[src/rtl/shift_reg_sched_pkg.sv]
// Shared types for the shift-register scheduler: FSM states, in-flight tag and round-robin pick.
// Combinational helpers only; no timing or flow-control behaviour lives here.
package shift_reg_sched_pkg;

    localparam int ID_MAX_W = 3;

    typedef enum logic [1:0] {
        IDLE  = 2'd0,
        BURST = 2'd1,
        FLUSH = 2'd2
    } state_t;

    typedef struct packed {
        logic                valid;
        logic [ID_MAX_W-1:0] id;
    } tag_t;

    // First requester at or after ptr (wrapping over n); returns ptr when nobody asks.
    function automatic logic [ID_MAX_W-1:0] rr_pick(input logic [7:0]          req,
                                                    input logic [ID_MAX_W-1:0] ptr,
                                                    input int                  n);
        logic [ID_MAX_W-1:0] pick;
        logic [ID_MAX_W-1:0] idx;
        int                  sum;
        pick = ptr;
        for (int i = 7; i >= 0; i--) begin
            if (i < n) begin
                sum = (int'(ptr) + i) % n;
                idx = ID_MAX_W'(sum);
                if (req[idx]) pick = idx;
            end
        end
        return pick;
    endfunction

endpackage

[src/rtl/shift_reg_sched_if.sv]
// Requester, ShiftRegister and response signals of the scheduler; slave = scheduler side.
// Requests use valid/ready per beat; responses are valid-only with no backpressure.
interface shift_reg_sched_if #(
    parameter int N_REQ  = 4,
    parameter int DATA_W = 8
);
    localparam int ID_W = (N_REQ > 1) ? $clog2(N_REQ) : 1;

    logic [N_REQ-1:0]        req_valid;
    logic [N_REQ-1:0]        req_last;
    logic [N_REQ*DATA_W-1:0] req_data;
    logic [N_REQ-1:0]        req_ready;
    logic                    sr_enable;
    logic [DATA_W-1:0]       sr_din;
    logic [DATA_W-1:0]       sr_dout;
    logic                    rsp_valid;
    logic [ID_W-1:0]         rsp_id;
    logic [DATA_W-1:0]       rsp_data;
    logic                    busy;

    modport slave (
        input  req_valid, req_last, req_data, sr_dout,
        output req_ready, sr_enable, sr_din, rsp_valid, rsp_id, rsp_data, busy
    );

    modport master (
        output req_valid, req_last, req_data, sr_dout,
        input  req_ready, sr_enable, sr_din, rsp_valid, rsp_id, rsp_data, busy
    );

endinterface

[src/rtl/shift_reg_sched_sr_tag_pipe.sv]
// DEPTH-deep {valid,id} shadow of the ShiftRegister; shifts only when i_en, so a tag leaves
// the last stage after DEPTH enabled edges. No backpressure: it freezes with the datapath.
module sr_tag_pipe
    import shift_reg_sched_pkg::*;
#(
    parameter int DEPTH = 8
) (
    input  logic clk,
    input  logic rst,
    input  logic i_en,
    input  tag_t i_tag,
    output tag_t o_tag,
    output logic o_any_valid
);

    tag_t r_stage [DEPTH];

    always_ff @(posedge clk or posedge rst) begin
        if (rst) begin
            for (int i = 0; i < DEPTH; i++) r_stage[i] <= '0;
        end else if (i_en) begin
            r_stage[0] <= i_tag;
            for (int i = 1; i < DEPTH; i++) r_stage[i] <= r_stage[i-1];
        end
    end

    always_comb begin
        o_any_valid = 1'b0;
        for (int i = 0; i < DEPTH; i++) o_any_valid = o_any_valid | r_stage[i].valid;
    end

    assign o_tag = r_stage[DEPTH-1];

endmodule

[src/rtl/shift_reg_sched.sv]
// Round-robin burst scheduler sharing one DEPTH-stage ShiftRegister; a word returns, tagged with its
// owner, one cycle after its DEPTH-th enabled edge. Grant holder stalls the pipe by dropping valid.
module shift_reg_sched
    import shift_reg_sched_pkg::*;
#(
    parameter int N_REQ     = 4,
    parameter int DATA_W    = 8,
    parameter int DEPTH     = 8,
    parameter int BURST_MAX = 16
) (
    input  logic               clk,
    input  logic               rst,
    shift_reg_sched_if.slave   io_bus
);

    localparam int ID_W   = (N_REQ > 1) ? $clog2(N_REQ) : 1;
    localparam int BEAT_W = $clog2(BURST_MAX + 1);
    localparam int FLSH_W = $clog2(DEPTH + 1);

    localparam logic [ID_W-1:0]   LAST_ID   = ID_W'(N_REQ - 1);
    localparam logic [BEAT_W-1:0] BEAT_LAST = BEAT_W'(BURST_MAX - 1);
    localparam logic [FLSH_W-1:0] FLUSH_LEN = FLSH_W'(DEPTH);

    state_t              r_state, w_state_nxt;
    logic [ID_W-1:0]     r_grant, w_grant_nxt;
    logic [ID_W-1:0]     r_ptr, w_ptr_nxt;
    logic [BEAT_W-1:0]   r_beats, w_beats_nxt;
    logic [FLSH_W-1:0]   r_flush, w_flush_nxt;
    logic                r_adv;

    logic [N_REQ-1:0]    w_ready;
    logic                w_sr_enable;
    logic [DATA_W-1:0]   w_sr_din;
    tag_t                w_tag_in;
    tag_t                w_tag_out;
    logic                w_any_vld;
    logic                w_rsp_vld;
    logic [DATA_W-1:0]   w_req_word [N_REQ];

    for (genvar g = 0; g < N_REQ; g++) begin : g_word
        assign w_req_word[g] = io_bus.req_data[g*DATA_W +: DATA_W];
    end

    always_ff @(posedge clk or posedge rst) begin
        if (rst) begin
            r_state <= IDLE;
            r_grant <= '0;
            r_ptr   <= '0;
            r_beats <= '0;
            r_flush <= '0;
            r_adv   <= 1'b0;
        end else begin
            r_state <= w_state_nxt;
            r_grant <= w_grant_nxt;
            r_ptr   <= w_ptr_nxt;
            r_beats <= w_beats_nxt;
            r_flush <= w_flush_nxt;
            r_adv   <= w_sr_enable;
        end
    end

    always_comb begin
        w_state_nxt = r_state;
        w_grant_nxt = r_grant;
        w_ptr_nxt   = r_ptr;
        w_beats_nxt = r_beats;
        w_flush_nxt = r_flush;
        w_ready     = '0;
        w_sr_enable = 1'b0;
        w_sr_din    = '0;
        w_tag_in    = '0;
        unique case (r_state)
            IDLE: begin
                if (|io_bus.req_valid) begin
                    w_grant_nxt = ID_W'(rr_pick(8'(io_bus.req_valid), ID_MAX_W'(r_ptr), N_REQ));
                    w_beats_nxt = '0;
                    w_state_nxt = BURST;
                end
            end
            BURST: begin
                // Grant is held through stalls; only the owner's valid moves the pipe.
                if (io_bus.req_valid[r_grant]) begin
                    w_ready[r_grant] = 1'b1;
                    w_sr_enable      = 1'b1;
                    w_sr_din         = w_req_word[r_grant];
                    w_tag_in.valid   = 1'b1;
                    w_tag_in.id      = ID_MAX_W'(r_grant);
                    w_beats_nxt      = r_beats + BEAT_W'(1);
                    if (io_bus.req_last[r_grant] || (r_beats == BEAT_LAST)) begin
                        w_ptr_nxt   = (r_grant == LAST_ID) ? '0 : r_grant + ID_W'(1);
                        w_flush_nxt = FLUSH_LEN;
                        w_state_nxt = FLUSH;
                    end
                end
            end
            FLUSH: begin
                w_sr_enable = 1'b1;
                w_flush_nxt = r_flush - FLSH_W'(1);
                if (r_flush == FLSH_W'(1)) w_state_nxt = IDLE;
            end
            default: w_state_nxt = IDLE;
        endcase
    end

    sr_tag_pipe #(.DEPTH(DEPTH)) u_tag_pipe (
        .clk         (clk),
        .rst         (rst),
        .i_en        (w_sr_enable),
        .i_tag       (w_tag_in),
        .o_tag       (w_tag_out),
        .o_any_valid (w_any_vld)
    );

    // r_adv gates stalls: a tag parked in the last stage must not repeat its response.
    assign w_rsp_vld = r_adv & w_tag_out.valid;

    assign io_bus.req_ready = w_ready;
    assign io_bus.sr_enable = w_sr_enable;
    assign io_bus.sr_din    = w_sr_din;
    assign io_bus.rsp_valid = w_rsp_vld;
    assign io_bus.rsp_id    = w_rsp_vld ? ID_W'(w_tag_out.id) : '0;
    assign io_bus.rsp_data  = w_rsp_vld ? io_bus.sr_dout : '0;
    assign io_bus.busy      = (r_state != IDLE) || w_any_vld;

endmodule
[src/flat_wrapper.sv]
// flat-port wrapper written by rule: the top's interface ports become plain ports
module shift_reg_sched_flat import shift_reg_sched_pkg::*;
#(
    parameter int N_REQ     = 4,
    parameter int DATA_W    = 8,
    parameter int DEPTH     = 8,
    parameter int BURST_MAX = 16
)
  (clk, rst, io_bus_req_valid, io_bus_req_last, io_bus_req_data, io_bus_sr_dout, io_bus_req_ready, io_bus_sr_enable, io_bus_sr_din, io_bus_rsp_valid, io_bus_rsp_id, io_bus_rsp_data, io_bus_busy);
  shift_reg_sched_if #(.N_REQ(N_REQ), .DATA_W(DATA_W)) io_bus_i ();
  input  logic clk;
  input  logic rst;
  input wire logic [$bits(io_bus_i.req_valid)-1:0] io_bus_req_valid;
  input wire logic [$bits(io_bus_i.req_last)-1:0] io_bus_req_last;
  input wire logic [$bits(io_bus_i.req_data)-1:0] io_bus_req_data;
  input wire logic [$bits(io_bus_i.sr_dout)-1:0] io_bus_sr_dout;
  output wire logic [$bits(io_bus_i.req_ready)-1:0] io_bus_req_ready;
  output wire logic [$bits(io_bus_i.sr_enable)-1:0] io_bus_sr_enable;
  output wire logic [$bits(io_bus_i.sr_din)-1:0] io_bus_sr_din;
  output wire logic [$bits(io_bus_i.rsp_valid)-1:0] io_bus_rsp_valid;
  output wire logic [$bits(io_bus_i.rsp_id)-1:0] io_bus_rsp_id;
  output wire logic [$bits(io_bus_i.rsp_data)-1:0] io_bus_rsp_data;
  output wire logic [$bits(io_bus_i.busy)-1:0] io_bus_busy;
  assign io_bus_i.req_valid = io_bus_req_valid;
  assign io_bus_i.req_last = io_bus_req_last;
  assign io_bus_i.req_data = io_bus_req_data;
  assign io_bus_i.sr_dout = io_bus_sr_dout;
  assign io_bus_req_ready = io_bus_i.req_ready;
  assign io_bus_sr_enable = io_bus_i.sr_enable;
  assign io_bus_sr_din = io_bus_i.sr_din;
  assign io_bus_rsp_valid = io_bus_i.rsp_valid;
  assign io_bus_rsp_id = io_bus_i.rsp_id;
  assign io_bus_rsp_data = io_bus_i.rsp_data;
  assign io_bus_busy = io_bus_i.busy;
  shift_reg_sched #(.N_REQ(N_REQ), .DATA_W(DATA_W), .DEPTH(DEPTH), .BURST_MAX(BURST_MAX)) u_core (.clk(clk), .rst(rst), .io_bus(io_bus_i));
endmodule
[config.mk]
export PLATFORM = sky130hd
export DESIGN_NAME = shift_reg_sched_flat
export DESIGN_NICKNAME = d
export VERILOG_FILES = /design/src/rtl/shift_reg_sched_pkg.sv /design/src/rtl/shift_reg_sched_if.sv /design/src/rtl/shift_reg_sched_sr_tag_pipe.sv /design/src/rtl/shift_reg_sched.sv /design/src/flat_wrapper.sv
export SDC_FILE = /design/constraint.sdc
export NUM_CORES = 1
export LEC_CHECK = 0
export BUFFER_PORTS_ARGS = -buffer_cell sky130_fd_sc_hd__buf_2
export CORE_UTILIZATION = 45
export DETAILED_ROUTE_END_ITERATION = 6
export PLACE_DENSITY_LB_ADDON = 0.3
export SKIP_LAST_GASP = 1
export SLEW_MARGIN = 20
export SYNTH_ARGS = -nofsm -noshare
export SYNTH_HDL_FRONTEND = slang
export SYNTH_SLANG_ARGS = --single-unit
[constraint.sdc]
create_clock -name clk -period 3.3 [get_ports clk]
set_input_delay 0.66 -clock clk [delete_from_list [all_inputs] [get_ports clk]]
set_output_delay 0.66 -clock clk [all_outputs]
set_load 0.005 [all_outputs]
* Yosys cells after proc, flatten, opt, wreduce, memory -nomap -nowiden
Cells that the tools add are included.
** Word-level totals
- Flip-flop bits (word level) :: 40
- Latch bits :: 0
- Memory bits (writable) :: 0
- ROM bits :: 0
- Input bits :: 50
- Word-level logic and storage cells :: 115
- Memories kept :: 0
** Operators by class
- Add/sub/neg operators :: 6
- $mul :: 0
- Divide/modulo/power cells :: 0
- Order comparisons :: 7
- Equality and inequality tests :: 9
- Shift operators :: 0
- Multiplexer cells :: 43
- Bitwise gates (word level) :: 12
- Reductions and logical operators :: 16
** Operator list (number)
- $mux W8 :: 5
- $mux W4 :: 6
- $mux W2 :: 10
- $bmux W8 S2 :: 1
- $lt A3 B4 Y1 const B :: 3
- $mux W5 :: 2
- $pmux W5 S2 :: 1
- $bmux W1 S3 :: 3
- $reduce_and A3 Y1 :: 3
- $mux W1 :: 8
- $ne A2 B1 Y1 const B :: 4
- $pmux W4 S2 :: 1
- $or A1 B1 Y1 :: 7
- $bmux W1 S2 :: 3
- $pmux W2 S3 :: 1
- $reduce_bool A2 Y1 :: 3
- $reduce_or A2 Y1 :: 3
- $add A5 B1 Y5 const B :: 1
- $eq A5 B4 Y1 const B :: 1
- $add A2 B1 Y2 const B :: 2
- $add A2 B2 Y2 const B :: 2
- $eq A2 B2 Y1 const B :: 2
- $eq A4 B1 Y1 const B :: 1
- $lt A2 B4 Y1 const B :: 1
- 16 further kinds :: 19

* Depth between registers and ports, before layout
- Depth in word-level cells :: 9
- Depth in mapped cells :: 7
- Mapped depth without buffers :: 7

* Modules after synthesis
From an unflattened synthesis, not the netlist that was laid out.
** Unflattened totals
- Cells, all modules :: 238
- Area total of the unflattened synthesis :: 2949.1 µm²
** By module, submodules not included
- shift_reg_sched :: instances 1, cells an instance 162, area each 1554.0 µm², seq. area each 400.4 µm²
- sr_tag_pipe :: instances 1, cells an instance 76, area each 1395.1 µm², seq. area each 800.8 µm²

* Worst setup path after synthesis
Ideal clock, no wire load.
- Kind :: input port to output port
- Start :: input port io_bus_req_valid[1]
- End :: output port io_bus_sr_enable
- Arrival time :: 1901 ps
- Path slack :: 739 ps
- Stages on the path :: 5
- Buffers on the path :: 2
- Cells stage by stage :: buf_4 -> mux4_2 -> a31oi_4 -> buf_6 -> inv_1
** Between the ends
- Cells in the longest elaborated chain, start to end :: 4
** Ends and longest elaborated chain
- start, declared :: RTL line flat_wrapper.sv:13 : input wire logic [$bits(io_bus_i.req_valid)-1:0] io_bus_req_valid;
- $bmux W1 S2 :: RTL line shift_reg_sched.sv:82 : if (io_bus.req_valid[r_grant]) begin
- $mux W1 (implied by the code) :: RTL line shift_reg_sched.sv:82
- $mux W1 :: RTL line shift_reg_sched.sv:82
- $pmux W1 S2 :: RTL line shift_reg_sched.sv:72 : unique case (r_state)
- end, declared :: RTL line flat_wrapper.sv:18 : output wire logic [$bits(io_bus_i.sr_enable)-1:0] io_bus_sr_enable;
Every way passes these cells. The select of a mux whose other input is x is not followed.

* Worst setup path after layout
- Start :: register u_core.r_grant[0]
- End :: output port io_bus_sr_enable
** Between the ends
- Cells in the longest elaborated chain, start to end :: 4
** Ends and longest elaborated chain
- start, declared :: RTL line shift_reg_sched.sv:25 : logic [ID_W-1:0] r_grant, w_grant_nxt;
- start signal, assigned :: RTL line shift_reg_sched.sv:54 : r_grant <= w_grant_nxt;
- $bmux W1 S2 :: RTL line shift_reg_sched.sv:82
- $mux W1 (implied by the code) :: RTL line shift_reg_sched.sv:82
- $mux W1 :: RTL line shift_reg_sched.sv:82
- $pmux W1 S2 :: RTL line shift_reg_sched.sv:72
Every way passes these cells. The select of a mux whose other input is x is not followed.

==> flow_metrics.py <==
metrics = {
    "critical_path": {
        "critPathKind": "flip-flop to output pin",
        "path_buf_inv": 2,
        "required_ns": 2.64,
        "critPathTopFamily": "flip-flops",
        "start_kind": "flip-flop",
        "rrSetupSlack_ns": 0.84,
        "cpMaxStageDelayCell": "dfrtp_1",
        "rr_endpoint": "u_core.u_tag_pipe.r_stage[19]$_DFFE_PP0P_",
        "r2r_cells": 4,
        "arrival_ns": 2.15,
        "crit_fanout": 18,
        "slowest_delay_ns": 0.84,
        "critical_path.endpoint_type": "output pin",
        "r2r_start": "u_core.r_grant[0]$_DFFE_PP0P_",
        "path_cells": "mux4_2 -> a31oi_4 -> inv_1 -> buf_2",
    },
    "cts": {
        "cts_made_buffers": 5,
        "htreeDepth": 2,
        "clock_path_buffers": 2,
        "cts_tree": "yes",
        "cts.sinks": 40,
        "clk_latency_ns": 0.29,
        "root_buffer": "clkbuf_8",
        "post_cts_buffers": 0,
        "cts.repair.resized": 0,
        "cts_hold_buf": 0,
        "cts.clk_slew.worst_paths_ns": 0.08,
    },
    "synth": {
        "synthTopCellsByArea": "dfrtp_1 41%, mux4_2 8.4%, mux2_1 6.5%",
        "async_reset_ff_share_pct": 100.0,
        "mappedNetlistNets": 278,
        "synth_top_family_by_area": "multiplexers",
        "synth_xor_xnor_area_share_pct": 0,
        "netlist_area_sq_um": 2416,
        "muxShareOfSynthArea_pct": 21.70,
        "ys.flop_type": "dfrtp_1",
        "synthAdderAreaFrac_pct": 6.214,
        "postSynthCellCount": 216,
        "yosys.area_share.simple_pct": 14.24,
        "ys_types": 40,
        "netlist.area_leader.share_pct": 41.43,
        "synth_compound_area_share_pct": 11.13,
        "synth_seq_area_share_pct": 41.43,
        "synth_edf_count": 0,
        "synth_seq_cells": 40,
        "synth.avg_cell_area_sq_um": 11.19,
        "ys_warn_count": 0,
        "synth_top_cell_by_area": "dfrtp_1",
    },
    "pwr": {
        "power_density_nw_per_um2": 788.2,
        "power_mw": 2.307,
        "ir_worst_vdd_mv": 0.4755,
        "combPwrFrac_pct": 47.4,
        "p_leak_nw": 1.532,
        "seqPwrFrac_pct": 37.7,
        "intPower_mw": 1.400,
        "p_switching_uw": 906.9,
        "pwr-share-clk_pct": 14.9,
        "swShare_pct": 39.32,
    },
    "status": {
        "outcome": "finished clean",
    },
    "route": {
        "drt_iter0_drc": 80,
        "drc_errors": 0,
        "firstDrtPassIters": 4,
        "via_per_inst": 5.368,
        "avgRoutedWirePerCell_microns": 13.97,
        "drtAntennaViolNets": 0,
        "via_count": 1927,
        "drt-total-wl_microns": 5017,
    },
    "hold_path": {
        "hp-class": "input port to async pin",
    },
    "die": {
        "io_pins": 75,
        "fp.coreArea_sq_um": 5140,
        "rows": 26,
        "fp.dieW_microns": 75.28,
        "start_util_pct": 47.01,
        "die-height_microns": 75.28,
        "dieArea_sq_um": 5666,
    },
    "placement": {
        "place.detailed.hpwl_microns": 3811,
        "numPortBuffers": 74,
        "place_ws_ns": 0.7376,
        "gp_congestion": 0.8094,
    },
    "grt": {
        "grt_pass1_vias": 1815,
        "grt_util_all_layers_pct": 19.91,
        "grt_remaining_overflow": 0,
        "antenna_found_initial": 0,
        "grt_pass1_wl_microns": 8383,
        "grt_max_degree": 41,
    },
    "sta": {
        "hold_viol_final": 0,
        "worst_slew_pin_slew_ns": 0.7929,
        "setup_tns_ns": 0,
        "fin_worst_skew_ns": 0.009231,
        "report.final.setup_viol": 0,
        "rsz0062_at_grt": "false",
        "slew-limit-headroom_pct": 46.45,
        "period_minus_slack_ns": 2.811,
        "max_freq_mhz": 355.8,
        "post-route-period-util_pct": 85.18,
        "hold_slack_ns": 0.4753,
        "drv_slew": 0,
        "finalWorstSetupSlack_ns": 0.4892,
    },
    "job": {
        "drv_cap": 0,
    },
    "layout": {
        "antenna_cells": 0,
        "drive_gt1_share_pct": 38.06,
        "area_delta_synth_final_pct": 21.13,
        "nNetsFinal": 350,
        "fillerInstances": 468,
    },
}
## worst register-to-register path: stages, from the launching register on
cell and delay [ns]:
dfrtp_1 0.84, mux4_2 0.59, a31oi_4 0.24, buf_4 0.32, mux2_1 0.36
## worst max path at each step
stage,startpoint,endpoint,slack [ns],depth (start not counted)
final,u_core.r_grant[0]$_DFFE_PP0P_,io_bus_sr_enable,0.49,4
after global routing,u_core.r_grant[0]$_DFFE_PP0P_,io_bus_sr_enable,0.33,4
after CTS,u_core.r_grant[0]$_DFFE_PP0P_,io_bus_sr_enable,0.46,4
after detailed placement,io_bus_req_valid[3],io_bus_sr_enable,0.74,5
after global placement,io_bus_req_valid[3],io_bus_sr_enable,0.77,5
after floorplan,io_bus_req_valid[1],io_bus_sr_enable,0.74,5
## synthesized netlist by cell type (all sizes together), types with 5 or more instances
| master | count |
|---|---|
| nand2b | 5 |
| buf | 6 |
| ha | 12 |
| nor2 | 6 |
| clkbuf | 6 |
| and3 | 23 |
| a21oi | 5 |
| mux4 | 9 |
| inv | 16 |
| dfrtp | 40 |
| nand2 | 8 |
| o21ai | 11 |
| mux2 | 25 |
## layout make-up
| class | instances | area (sq um) | share of cell area [%] |
|---|---|---|---|
| clock buffer | 6 | 82.58 | 2.822 |
| clock inverter | 2 | 15.01 | 0.5130 |
| inverter | 16 | 60.06 | 2.052 |
| multi-input combinational | 148 | 1287 | 43.99 |
| sequential | 40 | 1001 | 34.20 |
| tap | 70 | 87.58 | 2.993 |
| timing repair buffer | 77 | 392.9 | 13.42 |
## flip-flops by register name, summed over array words and instances, names as in the netlist
signal / cells
u_core.r_grant: 2
u_core.u_tag_pipe.r_stage: 21
u_core.r_state: 2
u_core.u_tag_pipe.o_tag: 3
u_core.r_beats: 5
u_core.r_flush: 4
u_core.r_ptr: 2
u_core.r_adv: 1
## cells in the final DEF, fill, tap and decap left out, types with 2 or more instances in the layout
cell type,instances
nor2_1,6
mux2_2,11
mux2_1,14
buf_4,3
a21oi_1,5
buf_2,74
mux2i_1,4
o221ai_1,4
o41ai_1,2
ha_1,12
or2_2,2
clkbuf_8,6
nand3_1,3
nand2_1,8
dfrtp_1,40
inv_1,16
and3_1,23
o2bb2ai_1,2
and2_1,4
nor2b_1,2
o31ai_1,3
clkinvlp_4,2
nand2b_1,5
nor3_1,4
mux4_2,9
o21ai_0,11
## metrics by stage
step | instance area, sq um | cells | util, %
2_1_floorplan | 2416 | 216 | -
3_3_place_gp | 2829 | 351 | 55.04
3_5_place_dp | 2829 | 351 | 55.04
4_1_cts | 2927 | 359 | 56.94
5_1_grt | 2927 | 359 | 56.94
6_report | 2927 | 359 | 56.94
## metal layers
layer | track usage (%) | up-vias | share of wire [%]
met3 | 4.284 | 4 | 4.6
met2 | 33.13 | 59 | 48
met5 | 0 | - | 0
met1 | 26.42 | 926 | 47
li1 | - | 938 | -
met4 | 5.556 | 0 | 0.62
## power by group through the flow
stage / Clock (mW) / Combinational, mW / Sequential, mW
2_1_floorplan: 0 / 0.901 / 0.796
3_3_place_gp: 0 / 1.06 / 0.874
3_5_place_dp: 0 / 1.09 / 0.882
4_1_cts: 0.351 / 1.10 / 0.872
5_1_grt: 0.373 / 1.22 / 0.911
6_report: 0.344 / 1.09 / 0.869
## kinds of logic after synthesis
family	after synthesis
AOI/OAI and AO/OA	37
adders and majority gates	12
buffers and inverters	28
DFF	40
muxes	38
and+or+nand+nor	61
No activity file was read; power rests on OpenSTA's default activity.
